--- config.mk ---
export PLATFORM = sky130hd
export DESIGN_NAME = ocs_slot_sequencer
export DESIGN_NICKNAME = d
export VERILOG_FILES = /design/src/rtl/ocs_slot_sequencer.sv
export SDC_FILE = /design/constraint.sdc
export NUM_CORES = 1
export LEC_CHECK = 0
export ABC_CLOCK_PERIOD_IN_PS = 6650
export BUFFER_PORTS_ARGS = -buffer_cell sky130_fd_sc_hd__buf_2
export CORE_ASPECT_RATIO = 1.75
export CORE_MARGIN = 2
export CORE_UTILIZATION = 35
export DETAILED_ROUTE_END_ITERATION = 6
export HOLD_SLACK_MARGIN = 0.15
export PLACE_DENSITY = 0.5
export SLEW_MARGIN = 20
export SYNTH_ARGS = -nofsm -noshare
export SYNTH_HDL_FRONTEND = slang
export SYNTH_SLANG_ARGS = --single-unit
--- constraint.sdc ---
create_clock -name i_clk -period 6.65 [get_ports i_clk]
set_input_delay 0.3325 -clock i_clk [delete_from_list [all_inputs] [get_ports i_clk]]
set_output_delay 0.3325 -clock i_clk [all_outputs]
set_load 0.1 [all_outputs]
--- src/rtl/ocs_slot_sequencer.sv ---
// Slot-timing engine for the OCS controller: link-stable start, then a repeating
// SYNC -> SLOT -> CONFIG cycle over P_SLOT_NUM slot configurations.
module ocs_slot_sequencer #(
    parameter int          P_CHANNEL_NUM  = 8,
    parameter int          P_SLOT_NUM     = 2,
    parameter int          P_SLOT_ID_W    = 1,
    parameter logic [31:0] P_SLOT_LEN     = 32'h0000_0832,
    parameter logic [31:0] P_CONFIG_DELAY = 32'h0000_007D,
    parameter logic [15:0] P_LINK_STABLE  = 16'd1024,
    parameter logic [15:0] P_SYNC_TIMEOUT = 16'd4096
) (
    input  logic                     i_clk,
    input  logic                     i_rst,
    input  logic                     i_enable,
    input  logic [P_CHANNEL_NUM-1:0] i_link_up,
    input  logic [P_CHANNEL_NUM-1:0] i_sync_ready,
    output logic [P_CHANNEL_NUM-1:0] o_sync_valid,
    output logic [P_SLOT_ID_W-1:0]   o_sync_slot_id,
    output logic [P_SLOT_ID_W-1:0]   o_slot_id,
    output logic                     o_slot_valid,
    output logic                     o_ocs_reconfig,
    output logic                     o_sim_start,
    output logic                     o_link_err,
    output logic                     o_sync_timeout,
    output logic [31:0]              o_slot_cnt
);

    // Terminal counts; zero-length windows behave as one cycle.
    localparam logic [31:0] SLOT_LAST   = (P_SLOT_LEN == 32'd0) ? 32'd0 : P_SLOT_LEN - 32'd1;
    localparam logic [31:0] CFG_LAST    = (P_CONFIG_DELAY == 32'd0) ? 32'd0 : P_CONFIG_DELAY - 32'd1;
    localparam logic [15:0] STABLE_LAST = (P_LINK_STABLE == 16'd0) ? 16'd0 : P_LINK_STABLE - 16'd1;
    localparam logic [31:0] SYNC_LAST   = {16'd0, (P_SYNC_TIMEOUT == 16'd0) ? 16'd0 : P_SYNC_TIMEOUT - 16'd1};
    localparam logic [P_SLOT_ID_W-1:0] ID_LAST = P_SLOT_ID_W'(P_SLOT_NUM - 1);

    typedef enum logic [2:0] {IDLE, START, SYNC, SLOT, CONFIG} state_t;

    state_t                   state;
    logic [15:0]              stable_cnt;
    logic [31:0]              cyc_cnt;
    logic [P_CHANNEL_NUM-1:0] pending;
    logic [P_SLOT_ID_W-1:0]   slot_id;
    logic [31:0]              slot_cnt;
    logic                     slot_valid, reconfig, sim_start, link_err, sync_timeout;

    logic                     links_ok;
    logic [P_CHANNEL_NUM-1:0] remaining;
    logic [P_SLOT_ID_W-1:0]   next_id;

    assign links_ok  = &i_link_up;
    assign remaining = pending & ~i_sync_ready;
    assign next_id   = (slot_id == ID_LAST) ? '0 : slot_id + 1'b1;

    always_ff @(posedge i_clk) begin
        if (i_rst) begin
            state        <= IDLE;
            stable_cnt   <= '0;
            cyc_cnt      <= '0;
            pending      <= '0;
            slot_id      <= '0;
            slot_cnt     <= '0;
            slot_valid   <= 1'b0;
            reconfig     <= 1'b0;
            sim_start    <= 1'b0;
            link_err     <= 1'b0;
            sync_timeout <= 1'b0;
        end else begin
            sim_start    <= 1'b0;
            link_err     <= 1'b0;
            sync_timeout <= 1'b0;
            // A dropped link aborts any active phase; slot_cnt is kept for diagnostics.
            if (state != IDLE && !links_ok) begin
                state      <= IDLE;
                link_err   <= 1'b1;
                slot_valid <= 1'b0;
                reconfig   <= 1'b0;
                pending    <= '0;
                slot_id    <= '0;
                stable_cnt <= '0;
                cyc_cnt    <= '0;
            end else begin
                case (state)
                    IDLE: begin
                        if (!links_ok) begin
                            stable_cnt <= '0;
                        end else if (stable_cnt == STABLE_LAST) begin
                            if (i_enable) begin
                                state      <= START;
                                sim_start  <= 1'b1;
                                slot_id    <= '0;
                                slot_cnt   <= '0;
                                stable_cnt <= '0;
                            end
                        end else begin
                            stable_cnt <= stable_cnt + 16'd1;
                        end
                    end
                    START: begin
                        state   <= SYNC;
                        pending <= '1;
                        cyc_cnt <= '0;
                    end
                    SYNC: begin
                        // Completion is checked first so it beats a coincident timeout.
                        if (remaining == '0) begin
                            pending    <= '0;
                            state      <= SLOT;
                            slot_valid <= 1'b1;
                            cyc_cnt    <= '0;
                        end else if (cyc_cnt == SYNC_LAST) begin
                            sync_timeout <= 1'b1;
                            pending      <= '0;
                            state        <= SLOT;
                            slot_valid   <= 1'b1;
                            cyc_cnt      <= '0;
                        end else begin
                            pending <= remaining;
                            cyc_cnt <= cyc_cnt + 32'd1;
                        end
                    end
                    SLOT: begin
                        if (cyc_cnt == SLOT_LAST) begin
                            slot_valid <= 1'b0;
                            slot_cnt   <= slot_cnt + 32'd1;
                            slot_id    <= next_id;
                            reconfig   <= 1'b1;
                            state      <= CONFIG;
                            cyc_cnt    <= '0;
                        end else begin
                            cyc_cnt <= cyc_cnt + 32'd1;
                        end
                    end
                    CONFIG: begin
                        if (cyc_cnt == CFG_LAST) begin
                            reconfig <= 1'b0;
                            cyc_cnt  <= '0;
                            if (i_enable) begin
                                state   <= SYNC;
                                pending <= '1;
                            end else begin
                                state      <= IDLE;
                                stable_cnt <= '0;
                            end
                        end else begin
                            cyc_cnt <= cyc_cnt + 32'd1;
                        end
                    end
                    default: state <= IDLE;
                endcase
            end
        end
    end

    assign o_sync_valid   = pending;
    assign o_sync_slot_id = slot_id;
    assign o_slot_id      = slot_id;
    assign o_slot_valid   = slot_valid;
    assign o_ocs_reconfig = reconfig;
    assign o_sim_start    = sim_start;
    assign o_link_err     = link_err;
    assign o_sync_timeout = sync_timeout;
    assign o_slot_cnt     = slot_cnt;

endmodule

Word level (Yosys, flattened, before mapping)
Cells that the tools add are included. Widths: inputs -> output; s select.

Register bits: 97. Input bits: 19. Output and inout port bits: 47.

Add/subtract/negate cells: 4. Equal/unequal tests: 17. Muxes and demuxes: 46. Bitwise operators: 7. Reduce and logical (&&, ||, !) cells: 22.

Operator list (number): $mux 32 (8); $pmux 32 s4 (1); $mux 16 (5); $add 32x1->32 const B (2); $eq 32x12->1 const B (2); $pmux 32 s2 (1); $eq 32x7->1 const B (1); $mux 8 (4); $pmux 16 s2 (1); $pmux 8 s3 (1); $mux 3 (7); $add 16x1->16 const B (1); $eq 16x10->1 const B (1); $pmux 3 s5 (1); $ne 2x2->1 const B (7); $mux 1 (13); $reduce_and 6->1 (2); $reduce_and 3->1 (3); $and 8x8->8 (1); $logic_not 8->1 (1); $not 8->8 (1); $reduce_and 8->1 (1); $reduce_bool 2->1 (4); $eq 3x2->1 const B (2); other kinds (18) (25).

Logic depth before layout (Yosys ltp)
Gate-level depths: netlist (run 1).

Depth after elaboration: 5. Gate-level depth with buffers: 9. Mapped depth without buffers: 8.

Least setup slack after synthesis (run 1)
OpenSTA, ideal clock, no wires.

Kind: register -> register. Start: register slot_cnt[3] (netlist: o_slot_cnt[3]). End: register slot_cnt[27] (netlist: o_slot_cnt[27]). Library setup time: 0.070 ns. Arrival: 2.812 ns. Slack: 3.768 ns. Cell stages (with the launch flop): 8. Path buffers: 1. Period minus slack after synthesis: 2.882 ns. Cell sequence: dfxtp_1 -> and4_1 -> and4_1 -> nand2_1 -> or4b_4 -> buf_6 -> or3_1 -> a21oi_1.

Longest elaborated chain between the ends: 3.

Ends and longest elaborated chain: start, declared (RTL line 42) `logic [31:0] slot_cnt;`; start signal, assigned (RTL line 123) `slot_cnt <= slot_cnt + 32'd1;`; $add 32x1->32 (RTL line 123); $mux 32 (RTL line 121) `if (cyc_cnt == SLOT_LAST) begin`; $pmux 32 s2 (RTL line 81) `case (state)`.

Every way passes these cells. The select of a mux whose other input is x is not followed. A chain may end at the register's enable or synchronous reset.

Worst setup path in the final report (run 1)
Start: register cyc_cnt[19]. End: register slot_cnt[25] (netlist: o_slot_cnt[25]).

Longest elaborated chain between the ends: 3.

Ends and longest elaborated chain: start, declared (RTL line 39) `logic [31:0] cyc_cnt;`; start signal, assigned (RTL line 117) `cyc_cnt <= cyc_cnt + 32'd1;`; start signal, assigned (RTL line 129) `cyc_cnt <= cyc_cnt + 32'd1;`; start signal, assigned (RTL line 144) `cyc_cnt <= cyc_cnt + 32'd1;`; $eq 32x12->1 (RTL line 121); $ne 2x2->1 (no source line); $reduce_and 6->1 (no source line).

Every way passes these cells.

==> results of run 1 <==
## cells by family after synthesis
kind of cell	count (synthesis)	share of synthesized area
DFF	97	0.3964
AOI/OAI and AO/OA	110	0.1379
xor gates and xnor gates	48	0.08582
muxes	1	0.002044
buffers and inverters	35	0.03065
and+or+nand+nor	298	0.3344
adders and majority gates	5	0.01277
## sequential cells by signal (all words and copies together), names as in the netlist
name / flops
o_sim_start: 1
state: 3
stable_cnt: 16
o_link_err: 1
o_sync_timeout: 1
o_slot_id: 1
o_ocs_reconfig: 1
cyc_cnt: 32
o_sync_valid: 8
o_slot_cnt: 32
o_slot_valid: 1
## metal layers
| layer | wire length (um) | share of wire |
|---|---|---|
| met1 | 5495 | 0.41 |
| met2 | 7155 | 0.53 |
| met3 | 449 | 0.033 |
| met4 | 306 | 0.023 |
| met5 | 0 | 0 |
## through the flow
stage | utilization | total power [uW] | area (um2) | hold slack (ns) | std cells
2_1_floorplan | - | 605.9 | 4898 | 0.4118 | 594
5_1_grt | 0.4116 | 1170 | 5665 | 0.2626 | 829
6_report | 0.4116 | 1130 | 5665 | 0.2539 | 829
3_3_place_gp | 0.3896 | 617.3 | 5363 | 0.4506 | 813
4_1_cts | 0.4112 | 1145 | 5660 | 0.2363 | 829
3_5_place_dp | 0.3896 | 617.5 | 5363 | 0.4648 | 813
## worst paths after layout
kind	from	to	slack, ns	cells after the start
min	i_rst	o_sim_start	0.25	2
min reg2reg	o_sync_valid[6]	o_sync_valid[6]	0.48	1
max	cyc_cnt[19]	o_slot_cnt[25]	3.41	6
max reg2reg	cyc_cnt[19]	o_slot_cnt[25]	3.41	6
## worst max-delay path, delay by kind of cell (launching register included)
| kind | cells | cell delay, ns |
|---|---|---|
| simple gates | 4 | 2.05 |
| flops | 1 | 0.33 |
| compound gates | 2 | 0.79 |
## power by group through the flow
stage	registers [uW]	clock network (uW)	logic [uW]
global placement	594	0	23.3
detailed placement	594	0	23.6
CTS	580	541	23.6
floorplan	594	0	12.0
finish	581	526	23.3
global route	580	564	25.7
## cell type report
type                    instances  area [um2]  area share
clock buffers                  11       242.7     0.04284
clock inverters                 5       55.05    0.009717
inverters                       8       30.03    0.005300
multi-input cells             462        2819      0.4976
flip-flops and latches         97        1942      0.3428
well taps                     177       221.5     0.03909
repair buffers                 69       355.3     0.06272
## cells in the mapped netlist, types with 3 or more instances
cell,count,area (um2)
sky130_fd_sc_hd__a21o_1,8,60.06
sky130_fd_sc_hd__a21oi_1,38,190.2
sky130_fd_sc_hd__and2_1,6,37.54
sky130_fd_sc_hd__and3_1,18,112.6
sky130_fd_sc_hd__and4_1,17,148.9
sky130_fd_sc_hd__buf_1,5,18.77
sky130_fd_sc_hd__clkbuf_1,19,71.32
sky130_fd_sc_hd__dfxtp_1,97,1942
sky130_fd_sc_hd__ha_1,5,62.56
sky130_fd_sc_hd__inv_1,8,30.03
sky130_fd_sc_hd__nand2_1,34,127.6
sky130_fd_sc_hd__nand3_1,34,170.2
sky130_fd_sc_hd__nand3b_1,3,22.52
sky130_fd_sc_hd__nand4_1,26,162.7
sky130_fd_sc_hd__nand4b_1,3,26.28
sky130_fd_sc_hd__nor2_1,75,281.5
sky130_fd_sc_hd__nor2b_1,6,37.54
sky130_fd_sc_hd__nor3_1,19,95.09
sky130_fd_sc_hd__nor4_1,15,93.84
sky130_fd_sc_hd__nor4b_1,3,26.28
sky130_fd_sc_hd__o21ai_0,26,130.1
sky130_fd_sc_hd__o21ai_1,5,25.02
sky130_fd_sc_hd__o31a_1,3,26.28
sky130_fd_sc_hd__o31ai_1,13,97.59
sky130_fd_sc_hd__or3_1,19,118.9
sky130_fd_sc_hd__or4_1,7,52.55
sky130_fd_sc_hd__xnor2_1,22,192.7
sky130_fd_sc_hd__xor2_1,26,227.7
## placed cells by master (no fill, tap or decap), drive strengths merged, types with 3 or more instances in the layout
| master | instances |
|---|---|
| o31a | 3 |
| and4 | 17 |
| nand4b | 3 |
| dfxtp | 97 |
| or4 | 8 |
| and3 | 18 |
| nor2 | 77 |
| nor4 | 16 |
| nand3 | 34 |
| nand3b | 3 |
| nand4 | 26 |
| a21oi | 38 |
| a21o | 8 |
| o21ai | 31 |
| ha | 5 |
| nand2 | 34 |
| nor3 | 19 |
| or2 | 3 |
| inv | 8 |
| and2 | 6 |
| clkbuf | 11 |
| buf | 69 |
| or3 | 19 |
| o31ai | 13 |
| xnor2 | 22 |
| nor2b | 6 |
| nor4b | 3 |
| xor2 | 26 |
==> results, run 1 <==
- STA classifies the critical path endpoint as a flop.
- The maximum number of pins on one net before global-route repair is 33.
- Setup repair after global routing left no endpoint under its margin.
- The share of total power in sequential cells is 0.514.
- The routing layer with the top usage in global route is met2.
- The synthesized design contains 0 enable-type register cells.
- The routability-driven placement congestion ratio is between 0.8 and 0.9.
- The net count of the mapped netlist is around 620.
- The post-place setup slack is between 3 and 4 ns.
- The netlist area before placement is 0.004898 mm2.
- Data on the critical path is required at its endpoint by about 6.9 ns.
- The share of flip-flops with an asynchronous set or reset after synthesis is 0.
- After detailed routing, the average wire length per cell comes to roughly 16 um.
- The critical path goes through nor4_1, nand3_1, o31a_1, or4b_4, or4_1, a21oi_1.
- The H-tree depth is 3.
- From synthesis to final layout, the design area changed by 15.66%.
- Of the synthesized area, sequential elements account for 0.3964.
- The worst clock skew on the final layout is between 0.007 and 0.008 ns.
- In this run the standard cell core region covers about 0.014 mm2.
- At the worst endpoint, the arrival time is between 3 and 4 ns.
- TritonCTS created 9 clock buffers.
- The number of hold violations in the final report is 0.
- After routing, the total negative slack on setup checks comes to 0 ns.
- The via count of the first global-routing pass is approximately 4500.
- The first-iteration detailed-routing DRC count is ~150.
- Averaged over all synthesized cells, the footprint is 8.247 um2.
- The first-pass GRT wire length is about 22 mm.
- The worst setup path category is reg -> reg.
- The final max-slew violation count is 0.
- The post-route minimum period is about 3.2 ns.
- The number of antenna diodes is 0.
- In the global route stage, met3 resource usage came out at 0.02908.
- The peak fanout along the critical path is 23.
- In the final layout, the share of cells above drive strength 1 is 0.1518.
- Measured against its own limit, the worst slew margin works out to 0.3656.
- The synthesis-stage register bit count is 97.
- The clock sink count is 97.
- The initial antenna violation count is 0.
- The switching share of power is 0.2129.
- The effective utilization at floorplan is 0.3559.
- The power share of the combinational group is 0.021.
- The net count reported at finish is between 600 and 700.
- The final routed DRC violation total is 0.
- The final route contains 4577 vias.
- The peak ir drop on the vdd network is 105.0 uV.
- The routing usage on met2 is 0.3319.
- The maximum clock path buffer count is 2.
- At the pin with the least slew margin, the transition time is 0.9444 ns.
- Cell internal power was estimated by the tool at approximately 900 uW.
- The reported max-cap violation count is 0.
- Measured along the x axis, the die boundary spans 93.43 um.
- The number of core rows is 57.
- The number of buffers added on ports is 65.
- In the global route stage, met1 resource usage came out at 0.2102.
- After detailed routing, the number of vias per cell comes to 5.521.
- The net switching component of the power is roughly 240 uW.
- The number of different library cells in the post-synthesis netlist is 53.
- The most instantiated flip-flop cell in the synthesis netlist is sky130_fd_sc_hd__dfxtp_1.
- The filler cells instantiated in the layout total about 1400.
- The first detailed-routing pass took 4 iterations.
- The total of endpoints with negative setup slack in the final report is 0.
- The die covers 0.01500 mm2.
- The min-delay analysis places its worst path in the category in -> reg.
- Summed over all layers, the routed wires come to approximately 13 mm.
- The run finished with clean final reports.
- The post-cts repair resize count is 0.
- The worst-path cell with the longest stage delay is sky130_fd_sc_hd__or4b_4.
- The maximum frequency from static timing analysis is 308.9 MHz.
- The fraction of the cycle the final worst path needs is 0.4869.
- The worst-skew pair later-pin latency is 0.34 ns.
- The HPWL after detailed placement is 9.912 mm.
- The detail route stage leaves a number of antenna-violating nets equal to 0.
- The die is around 160 um tall.
- 66 I/O pins were placed.
- The power density relative to cell area is 199.4 mW/mm2.
- The overall routing resource usage is 0.1829.
- The setup fix buffers added after clock tree synthesis is 0.
- Hold repair after CTS inserted 0 buffers.
- For this run, the number of Yosys warnings is 0.
- Clock-pin slew was measured on the worst setup and hold paths at 0.06 ns.
- On the worst path, the slowest cell contributes a delay of just over 0.7 ns.
- Synthesis produced a netlist whose cell count is ~600.
- The clock tree root buffer cell is sky130_fd_sc_hd__clkbuf_16.
- The startpoint type of the worst setup path is a flop.
- Setup slack closes at about 3.4 ns.
- The cell leakage power is between 0.002 and 0.0025 uW.
- The total congestion overflow is 0.
- The clock network fraction of design power is 0.465.
- The clock tree from TritonCTS is built.
No activity file was read; power rests on OpenSTA's default activity.
==> run 2, diff against run 1 <==
--- a/config.mk
+++ b/config.mk
@@ -5,14 +5,15 @@
 export SDC_FILE = /design/constraint.sdc
 export NUM_CORES = 1
 export LEC_CHECK = 0
-export ABC_CLOCK_PERIOD_IN_PS = 6650
+export ABC_AREA = 1
+export ABC_CLOCK_PERIOD_IN_PS = 2700
 export BUFFER_PORTS_ARGS = -buffer_cell sky130_fd_sc_hd__buf_2
 export CORE_ASPECT_RATIO = 1.75
 export CORE_MARGIN = 2
 export CORE_UTILIZATION = 35
 export DETAILED_ROUTE_END_ITERATION = 6
 export HOLD_SLACK_MARGIN = 0.15
-export PLACE_DENSITY = 0.5
+export PLACE_DENSITY = 0.51
 export SLEW_MARGIN = 20
 export SYNTH_ARGS = -nofsm -noshare
 export SYNTH_HDL_FRONTEND = slang
==> constraint.sdc (replaced) <==
create_clock -name i_clk -period 2.7 [get_ports i_clk]
set_input_delay 0.135 -clock i_clk [delete_from_list [all_inputs] [get_ports i_clk]]
set_output_delay 0.135 -clock i_clk [all_outputs]
set_load 0.1 [all_outputs]
==> run 2 against run 1 <==
Effect of this change: count of clock-buffer cells in the layout shrank 1; final cell count grew 51%; via count rose by 32%; clock power increased to 2.6 times the previous value; die area rose by 22%; maximum frequency grew 51%; cell area increased by 21%; global-route usage rose by 1.8 points; critical endpoint is now cyc_cnt[29]; largest cell class unchanged; highest routed layer unchanged.
==> results, run 2 <==
- The overall routing resource usage is 0.2007 (was 0.1829).
- The worst reg-to-reg setup slack came to 0.56 ns (was 3.41 ns).
- The final standard cell count with taps included and fillers excluded is 1255 (was 829).
- The final max-slew violation count is 0 (unchanged).
- Critical path cell sequence: ha_1, inv_1, nor2_2, nand3_2, nor2_2, nand3_1, nand2_2, nand3_4, inv_1, nor2_1 (was nor4_1, nand3_1, o31a_1, or4b_4, or4_1, a21oi_1).
- The final routed DRC violation total is 0 (unchanged).
- The critical path buffer and inverter count was 2 (was 0).
- The maximum number of pins on one net before global-route repair came to 37 (was 33).
- The share of the synthesized area in the top cell type is 0.3227 (was 0.3964).
- The actual transition at the worst max-transition pin is 0.6495 ns (was 0.9444 ns).
- The final core utilization is 0.4079 (was 0.4116).
- The post-route minimum period came to 2.141 ns (was 3.238 ns).
- The antenna violation net count after detailed routing is 0 (unchanged).
- The commonest non-fill, non-tap cell in the layout was sky130_fd_sc_hd__nand2_1 (was sky130_fd_sc_hd__dfxtp_1).
- The routability-driven placement congestion ratio was 0.9097 (was 0.8321).
- The maximum clock path buffer count is 2 (unchanged).
- The core outline area is 0.01687 mm2 (was 0.01376 mm2).
- The detail-routed via count per cell came to 4.828 (was 5.521).
- The total negative slack for setup checks is 0 ns (unchanged).
- The worst-skew pair later-pin latency was 0.36 ns (was 0.34 ns).
- The netlist area before placement was 0.006018 mm2 (was 0.004898 mm2).
- The net count of the mapped netlist was 982 (was 618).
- The worst reg2reg path startpoint was cyc_cnt[0] (was cyc_cnt[19]).
- The total congestion overflow is 0 (unchanged).
- The nature of the critical path endpoint is a flop (unchanged).
- The reported max-cap violation count is 0 (unchanged).
- The peak fanout along the critical path is 28 (was 23).
- The area growth from synthesis to layout is 14.32% (was 15.66%).
- The most instantiated flip-flop cell in the synthesis netlist is sky130_fd_sc_hd__dfxtp_1 (unchanged).
- The first-pass iteration count of the detailed router was 4 (unchanged).
- The effective utilization at floorplan is 0.3568 (was 0.3559).
- The number of hold violations in the final report is 0 (unchanged).
- The clock tree root buffer cell is sky130_fd_sc_hd__clkbuf_16 (unchanged).
- The required time of the critical path is 2.96 ns (was 6.92 ns).
- The cell count of the worst reg-to-reg path came to 10 (was 6).
- The relative slew slack is 0.5641 (was 0.3656).
- The peak ir drop on the vdd network was 375.6 uV (was 105.0 uV).
- The via count of the first global-routing pass is 5967 (was 4539).
- The number of core rows came to 63 (was 57).
- The fraction of the cycle the final worst path needs was 0.7930 (was 0.4869).
- The total routed wirelength was 17.42 mm (was 13.41 mm).
- The data arrival at the endpoint of the critical path is 2.40 ns (was 3.50 ns).
- The first-pass GRT wire length is 28.59 mm (was 22.21 mm).
- Outcome: finished clean (unchanged).
- The post-placement cell area came to 0.006549 mm2 (was 0.005363 mm2).
- The cell leakage power came to 0.002996 uW (was 0.002109 uW).
- The H-tree depth was 3 (unchanged).
- The worst-path cell with the longest stage delay was sky130_fd_sc_hd__dfxtp_1 (was sky130_fd_sc_hd__or4b_4).
- The mean area per synthesized cell is 6.282 um2 (was 8.247 um2).
- The power density relative to cell area is 646.1 mW/mm2 (was 199.4 mW/mm2).
- The beginning of the worst hold path is i_sync_ready[2] (was i_rst).
- The terminating pin of the worst hold path is o_sync_valid[2] (was o_sim_start).
- The worst clock skew on the final layout is 0.01649 ns (was 0.007872 ns).
- Setup repair after global routing missed its margin: no (unchanged).
- The gate count of the mapped netlist was 958 (was 594).
- The net count reported at finish was 1047 (was 671).
- The detailed placer's ending HPWL came to 13.71 mm (was 9.912 mm).
- The clock tree from TritonCTS is built (unchanged).
- The worst-case hold slack came to 0.2232 ns (was 0.2539 ns).
- The peak per-stage delay on the critical path is 0.42 ns (was 0.72 ns).
- The largest delay contributor family on the critical path is simple AND/OR/NAND/NOR gates (unchanged).
- The mean routed wirelength per cell came to 13.88 um (was 16.17 um).
- The biggest area consumer among synthesized cells is sky130_fd_sc_hd__dfxtp_1 (unchanged).
- The number of vias after detailed routing is 6059 (was 4577).
- The maximum frequency from static timing analysis is 467.0 MHz (was 308.9 MHz).
- The clock sink count is 97 (unchanged).
- The area of all placed cells without fillers is 0.006880 mm2 (was 0.005665 mm2).
- The I/O pin total is 66 (unchanged).
- The layout cell share with drive strength beyond 1 was 0.1372 (was 0.1518).
- The share of flip-flops with an asynchronous set or reset after synthesis is 0 (unchanged).
- The number of antenna diodes was 0 (unchanged).
- The post-placement cell count is 1237 (was 813).
- The path length in cells of the critical path is 10 (was 6).
- The fill cell instance count of the final layout is 1930 (was 1436).
- The number of synthesized flops with an enable pin is 0 (unchanged).
- The y dimension of the die came to 177.5 um (was 160.5 um).
- The sequential share of the synthesized area is 0.3227 (was 0.3964).
- The number of warnings printed during yosys synthesis is 0 (unchanged).
- The cell depth of the worst min-delay path is 6 (was 2).
- The number of buffers added on ports came to 65 (unchanged).
- The total of endpoints with negative setup slack in the final report is 0 (unchanged).
- Cell types with the largest area share after synthesis: sky130_fd_sc_hd__dfxtp_1, sky130_fd_sc_hd__nand2_1, sky130_fd_sc_hd__inv_1 (was sky130_fd_sc_hd__dfxtp_1, sky130_fd_sc_hd__nor2_1, sky130_fd_sc_hd__xor2_1).
- Most frequent cells in the layout: sky130_fd_sc_hd__nand2_1, sky130_fd_sc_hd__inv_1, sky130_fd_sc_hd__nor2_1 (was sky130_fd_sc_hd__dfxtp_1, sky130_fd_sc_hd__nor2_1, sky130_fd_sc_hd__buf_2).
- The type of the worst min-delay path was in -> reg (unchanged).
- The number of different library cells in the post-synthesis netlist came to 48 (was 53).
- Most used standard cells in the synthesized netlist: sky130_fd_sc_hd__nand2_1, sky130_fd_sc_hd__inv_1, sky130_fd_sc_hd__nor2_1 (was sky130_fd_sc_hd__dfxtp_1, sky130_fd_sc_hd__nor2_1, sky130_fd_sc_hd__a21oi_1).
- The initial antenna violation count is 0 (unchanged).
- The clock slew at the register clock pins of the worst setup and hold paths is 0.08 ns (was 0.06 ns).
- The most frequent cell after synthesis is sky130_fd_sc_hd__nand2_1 (was sky130_fd_sc_hd__dfxtp_1).
- The synthesis-stage register bit count came to 97 (unchanged).
- The capture point of the worst reg-to-reg path is cyc_cnt[29] (was o_slot_cnt[25]).
- The area of the die is 0.01830 mm2 (was 0.01500 mm2).
- The startpoint type of the worst setup path is a flop (unchanged).
- The first-iteration detailed-routing DRC count came to 222 (was 145).
- The total CTS buffers came to 9 (unchanged).
- The worst setup path category is reg -> reg (unchanged).
- The die span in x is 103.1 um (was 93.43 um).
## run 2: worst reg2reg max path, cell delays in order (launching register included)
cell and delay, ns:
sky130_fd_sc_hd__dfxtp_1 0.42, sky130_fd_sc_hd__ha_1 0.21, sky130_fd_sc_hd__inv_1 0.07, sky130_fd_sc_hd__nor2_2 0.16, sky130_fd_sc_hd__nand3_2 0.12, sky130_fd_sc_hd__nor2_2 0.18, sky130_fd_sc_hd__nand3_1 0.11, sky130_fd_sc_hd__nand2_2 0.17
sky130_fd_sc_hd__nand3_4 0.33, sky130_fd_sc_hd__inv_1 0.21, sky130_fd_sc_hd__nor2_1 0.06
## run 2: timing repair
item / in CTS / in global routing
gates resized for setup: 0 / 0
hold buffers: 2 / 0
setup buffers: 0 / 0
hold endpoints to repair: 12 / 0
## run 2: worst max-delay path by stage
| stage | start | end | slack [ns] |
|---|---|---|---|
| after global placement | stable_cnt[0] | o_slot_cnt[0] | 0.59 |
| after floorplan | o_slot_cnt[0] | o_slot_cnt[28] | 0.19 |
| after detailed placement | cyc_cnt[0] | cyc_cnt[29] | 0.55 |
| after global routing | cyc_cnt[0] | cyc_cnt[19] | 0.28 |
| after CTS | cyc_cnt[0] | cyc_cnt[29] | 0.54 |
| final | cyc_cnt[0] | cyc_cnt[29] | 0.56 |
## run 2: kinds of logic after synthesis
logic type	synth area share
AO/OA/AOI/OAI	0.1017
buffers and inverters	0.1260
adder cells (fa/ha/maj)	0.01040
XOR/XNOR	0.02037
flip-flops	0.3227
AND/OR/NAND/NOR	0.4189
## run 2: area by class of cell
cell class / count / area, um2 / area share
multi-input cells: 674 / 3318 / 0.4823
inverters: 168 / 634.4 / 0.09220
clock inverters: 6 / 72.57 / 0.01055
well taps: 227 / 284.0 / 0.04128
clock buffers: 10 / 239.0 / 0.03473
repair buffers: 73 / 390.4 / 0.05674
flip-flops and latches: 97 / 1942 / 0.2822
## run 2: routing by layer
layer / vias up / wire length [um] / GRT usage / share of wire
li1: 3201 / - / - / -
met1: 2720 / 6584 / 0.2018 / 0.38
met2: 90 / 9726 / 0.3834 / 0.56
met3: 48 / 340 / 0.02442 / 0.020
met4: 0 / 770 / 0.1102 / 0.044
met5: - / 0 / 0 / 0
## run 2: stage by stage
stage / total power, uW / setup slack (ns)
5_1_grt: 4713 / 0.2753
3_3_place_gp: 3133 / 0.5908
6_report: 4445 / 0.5589
4_1_cts: 4517 / 0.5441
2_1_floorplan: 2799 / 0.1903
3_5_place_dp: 3124 / 0.5523
## run 2: power breakdown
group / total [uW] / switching [uW] / leakage (uW) / internal, uW
combinational: 1530 / 1200 / 0.00206 / 327
sequential: 1550 / 54.6 / 0.000783 / 1490
clock: 1370 / 611 / 0.000150 / 756
